`config.mk`:
```
export PLATFORM = sky130hd
export DESIGN_NAME = ticks_timer_sched
export DESIGN_NICKNAME = d
export VERILOG_FILES = /design/src/rtl/ticks_timer_sched.sv
export SDC_FILE = /design/constraint.sdc
export NUM_CORES = 1
export LEC_CHECK = 0
export BUFFER_PORTS_ARGS = -buffer_cell sky130_fd_sc_hd__buf_2
export CORE_ASPECT_RATIO = 0.5
export CORE_UTILIZATION = 51
export DETAILED_ROUTE_END_ITERATION = 10
export PLACE_DENSITY = 0.72
export SLEW_MARGIN = 20
export SYNTH_ARGS = -nofsm -noshare
export SYNTH_HDL_FRONTEND = slang
export SYNTH_SLANG_ARGS = --single-unit
```
`constraint.sdc`:
```
create_clock -name clock -period 2.34 [get_ports clock]
set_input_delay 0.351 -clock clock [delete_from_list [all_inputs] [get_ports clock]]
set_output_delay 0.351 -clock clock [all_outputs]
set_load 0.03 [all_outputs]
```
`src/rtl/ticks_timer_sched.sv`:
```
// Millisecond tick counter with four countdown timer channels behind a 3-state command FSM.
// Define TICKS_SCHED_PERIODIC_EN to make armed channels auto-reload on expiry.
module ticks_timer_sched #(
  parameter int unsigned CLK_DIV = 100000
) (
  input  logic        clock,
  input  logic        reset,
  input  logic        start_port,
  input  logic [1:0]  op,
  input  logic [1:0]  ch,
  input  logic [15:0] delay,
  output logic        done_port,
  output logic [31:0] out1,
  output logic [3:0]  expired,
  output logic        irq
);

  localparam int PW = (CLK_DIV > 1) ? $clog2(CLK_DIV) : 1;
  localparam logic [PW-1:0] PRE_MAX = PW'(CLK_DIV - 1);

  localparam logic [1:0] OP_READ   = 2'd0;
  localparam logic [1:0] OP_ARM    = 2'd1;
  localparam logic [1:0] OP_CANCEL = 2'd2;
  localparam logic [1:0] OP_CLEAR  = 2'd3;

  typedef enum logic [1:0] {IDLE, EXEC, DONE} state_t;

  state_t state, state_next;

  logic [PW-1:0] prescaler;
  logic          ms_tick;
  logic [31:0]   ticks;
  logic [1:0]    op_q;
  logic [1:0]    ch_q;
  logic [15:0]   delay_q;
  logic [15:0]   remaining [4];
  logic [3:0]    active;
  logic          exec;
  logic          chan_cmd;
  logic [3:0]    cmd_hit;

  assign ms_tick  = (prescaler == PRE_MAX);
  assign exec     = (state == EXEC);
  assign chan_cmd = exec && ((op_q == OP_ARM) || (op_q == OP_CANCEL));
  assign irq      = |expired;

  always_ff @(posedge clock) begin
    if (!reset) state <= IDLE;
    else        state <= state_next;
  end

  always_comb begin
    state_next = state;
    done_port  = 1'b0;
    case (state)
      IDLE: if (start_port) state_next = EXEC;
      EXEC: state_next = DONE;
      DONE: begin
        state_next = IDLE;
        done_port  = 1'b1;
      end
      default: state_next = IDLE;
    endcase
  end

  always_ff @(posedge clock) begin
    if (!reset) begin
      op_q    <= OP_READ;
      ch_q    <= 2'd0;
      delay_q <= 16'd0;
    end else if ((state == IDLE) && start_port) begin
      op_q    <= op;
      ch_q    <= ch;
      delay_q <= delay;
    end
  end

  // CLEAR_TICKS at the execution edge wins over a coincident ms_tick.
  always_ff @(posedge clock) begin
    if (!reset) begin
      prescaler <= '0;
      ticks     <= 32'd0;
    end else if (exec && (op_q == OP_CLEAR)) begin
      prescaler <= '0;
      ticks     <= 32'd0;
    end else if (ms_tick) begin
      prescaler <= '0;
      ticks     <= ticks + 32'd1;
    end else begin
      prescaler <= prescaler + PW'(1);
    end
  end

  always_ff @(posedge clock) begin
    if (!reset) begin
      out1 <= 32'd0;
    end else if (exec) begin
      case (op_q)
        OP_ARM, OP_CANCEL: out1 <= {16'd0, remaining[ch_q]};
        default:           out1 <= ticks;
      endcase
    end
  end

  always_comb begin
    cmd_hit = 4'd0;
    for (int i = 0; i < 4; i++) cmd_hit[i] = chan_cmd && (ch_q == 2'(i));
  end

`ifdef TICKS_SCHED_PERIODIC_EN
  logic [15:0] reload [4];

  always_ff @(posedge clock) begin
    if (!reset) begin
      for (int i = 0; i < 4; i++) reload[i] <= 16'd0;
    end else begin
      for (int i = 0; i < 4; i++)
        if (cmd_hit[i]) reload[i] <= (op_q == OP_ARM) ? delay_q : 16'd0;
    end
  end
`endif

  // A command on a channel overrides that channel's decrement in the same cycle.
  always_ff @(posedge clock) begin
    if (!reset) begin
      for (int i = 0; i < 4; i++) remaining[i] <= 16'd0;
      active  <= 4'd0;
      expired <= 4'd0;
    end else begin
      for (int i = 0; i < 4; i++) begin
        if (cmd_hit[i]) begin
          if (op_q == OP_ARM) begin
            remaining[i] <= delay_q;
            active[i]    <= (delay_q != 16'd0);
            expired[i]   <= (delay_q == 16'd0);
          end else begin
            remaining[i] <= 16'd0;
            active[i]    <= 1'b0;
            expired[i]   <= 1'b0;
          end
        end else if (ms_tick && active[i]) begin
          if (remaining[i] <= 16'd1) begin
            expired[i] <= 1'b1;
`ifdef TICKS_SCHED_PERIODIC_EN
            remaining[i] <= reload[i];
`else
            remaining[i] <= 16'd0;
            active[i]    <= 1'b0;
`endif
          end else begin
            remaining[i] <= remaining[i] - 16'd1;
          end
        end
      end
    end
  end

endmodule

```
==> reports/metrics.csv <==
stage,metric,value,unit
run_status,outcome,"finished, violations left",
run_status,failing checks,setup timing,
global_routing,global route overflow,0,
sta,Worst-Margin Slew,0.7372,ns
drt,First-pass DRT Iterations,5,
synth,Yosys reg bits,177,
place,Port Buffers,60,
place,# placed instances,1287,
clock_network,clk slew on worst S/H paths,0.08,ns
drt,met2 wire length,12160,um
synth,library cells used by synthesis,53,
clock_network,Root Driver,clkbuf_16,
power,total power,0.007077,W
sta,final period utilization,1.054,
clock_network,Max Root-Sink Buffers,2,
clock_network,CTS tree,built,
synth,synth top area cells,"dfxtp_1 25%, edfxtp_1 21%, nand2_1 4.9%",
synth,sequential-to-total area share from yosys stat,0.4630,
synth,Most used DFF post-synth,dfxtp_1,
drt,highest metal used,met4,
global_routing,GRT Resource Usage Total,0.2884,
worst_setup_path,CP arrival,2.66,ns
worst_setup_path,crit path capture type,register,
die,I/O pin count,61,
clock_network,htree depth,4,
synth,area share of the largest cell type after synthesis,0.2503,
clock_network,hold_buf cts,0,
sta,Final Hold Slack,0.1504,ns
drt,via count,8167,
sta,crit path time final,2.466,ns
worst_hold_path,worst hold path type,in2reg,
worst_setup_path,Worst EP required,2.53,ns
drt,DR vias/cell,6.108,
sta,Final Hold Viols,0,
synth,syn avg cell area,9.325,sq um
synth,Cells after Synth,969,
place,DP Wirelength,18010,um
sta,"Slew Viols, Final",0,
cells_and_area,fin cells,1337,
sta,# setup viols final,61,
synth,"EDFF count, synth",64,
sta,clk_skew,0.01554,ns
cells_and_area,fin nets,1132,
drt,routed metal-1 wirelength,11180,um
drt,Post-route DRC,0,
place,Area after DPL,10200,sq um
cells_and_area,layout cells sized above 1,0.2414,
drt,detailed-route wire length per cell,19.96,um
global_routing,vias in the first global route,7390,
place,Routability Congestion,0.9383,
drt,Routed WL,26690,um
die,die height,96.12,um
clock_network,Num CTS Buffers,17,
sta,Setup WS post-layout,-0.1264,ns
global_routing,initial antenna violation count,0,
power,leak pwr,4.107,nW
sta,Slew HR,0.5074,
sta,RSZ-0062 raised after global routing,true,
cells_and_area,Fill cells,1302,
drt,starting DRC count in detailed routing,745,
worst_setup_path,Crit Path Max Fanout,5,
worst_setup_path,CP Class,reg2reg,
sta,Max Fclk,0.4054,GHz
synth,Syn Std Cell Area,9036,sq um
global_routing,first-pass GRT wire length,39760,um
die,total die area,18290,sq um
synth,Synth top cells by count,"117 x nand2_1, 113 x dfxtp_1, 112 x nor2_1",
clock_network,Clock Sinks,177,
cells_and_area,Final Cell Area,11190,sq um
drt,antenna-violating nets left,0,
synth,Synth warnings,0,
synth,"count leader, synth",nand2_1,
die,Std-Cell Rows,33,
die,Core Area,16850,sq um
die,Starting Density,0.5364,
power,worst vdd ir,0.4657,mV
power,Power Density,632.4,nW/um^2
die,Die Wd,190.2,um
cells_and_area,Diodes inserted,0,
global_routing,largest net degree at the start of global routing,40,
cells_and_area,synth-to-layout area growth,23.83,%
drt,met3 wire length,2711,um
synth,fraction of registers with async set/reset,0,
synth,cell accounting for the most synthesized area,dfxtp_1,
flow_run,maxcap violations,0,
clock_network,clk_lat worst skew,0.44,ns
synth,post-synth net total,1004,
worst_setup_path,crit start category,register,
sta,setup_tns,-2.715,ns
power by group:
part,internal [W],switching (W),leakage [nW]
Combinational,0.000280,0.000397,2.23
Sequential,0.00327,0.000134,1.58
Clock,0.00155,0.00144,0.299
Total,0.00511,0.00197,4.11
critical path, cell delays in order (launching register included):
cell and delay, ns:
edfxtp_1 0.41, inv_1 0.13, ha_1 0.19, or4b_2 0.71, o41ai_1 0.36, o21ai_0 0.19
a22oi_2 0.17, nor2_1 0.06
final timing paths:
check	startpoint	to	slack [ns]	depth (start not counted)
setup / recovery	remaining[0][1]	remaining[0][8]	-0.13	7
hold / removal	delay[12]	delay_q[12]	0.15	3
setup reg to reg	remaining[0][1]	remaining[0][8]	-0.13	7
hold reg to reg	prescaler[0]	prescaler[0]	0.45	1
stage by stage:
stage	utilization	worst slack, ns
6_report	0.6642	-0.1264
5_1_grt	0.6642	-0.1792
4_1_cts	0.6428	0.0006066
3_5_place_dp	0.6053	-0.03524
3_3_place_gp	0.6053	0.06323
2_1_floorplan	-	-0.03334
repair_timing:
item / in CTS / in global routing
hold endpoints to repair: 0 / 0
pin swaps: 1 / 23
gates resized for setup: 6 / 84
gates cloned: 1 / 6
buffers inserted: 0 / 11
setup endpoints to repair: 19 / 106
per-layer routing:
| metal | up-vias | track usage |
|---|---|---|
| li1 | 3807 | - |
| met5 | - | 0 |
| met2 | 412 | 0.4592 |
| met4 | 0 | 0.09133 |
| met3 | 74 | 0.08531 |
| met1 | 3874 | 0.3793 |
layout by cell type, fill, tap and decap left out, drive strengths merged, types with 7 or more instances in the layout:
cell type / Yosys / routed
and3: 15 / 15
nand3: 32 / 32
inv: 21 / 30
nand2: 117 / 117
a21oi: 44 / 44
edfxtp: 64 / 64
nor2: 112 / 112
a22oi: 31 / 31
dfxtp: 113 / 113
a22o: 16 / 16
nand4: 26 / 28
o21ai: 54 / 54
and4: 7 / 7
xor2: 30 / 30
nor3: 25 / 25
xnor2: 47 / 47
nor4: 23 / 23
ha: 12 / 12
mux4: 16 / 16
a211oi: 17 / 17
or4: 13 / 13
or3: 19 / 19
clkbuf: 37 / 19
mux2i: 15 / 15
buf: 13 / 155
sequential cells by signal (all words and copies together) (netlist names), named ones only:
register / cells
active: 4
ch_q: 2
delay_q: 16
expired: 4
op_q: 2
out1: 32
prescaler: 17
remaining: 64
state: 2
ticks: 32
cell type report:
class | instances | area, sq um | share of cell area
Inverter | 21 | 78.83 | 0.007045
Timing Repair Buffer | 157 | 1204 | 0.1076
Clock buffer | 17 | 425.4 | 0.03802
Tap cell | 227 | 284.0 | 0.02538
Multi-Input combinational cell | 723 | 4821 | 0.4308
Sequential cell | 177 | 4187 | 0.3741
Clock inverter | 15 | 190.2 | 0.01700
logic make-up after synthesis:
group	Yosys count	synth area share
compound gates	185	0.1322
fa+ha+maj	12	0.01662
buf+inv	71	0.03088
flops	177	0.4630
simple gates	416	0.2261
xor+xnor	77	0.07463
mux	31	0.05649
No activity file was read; power rests on OpenSTA's default activity.
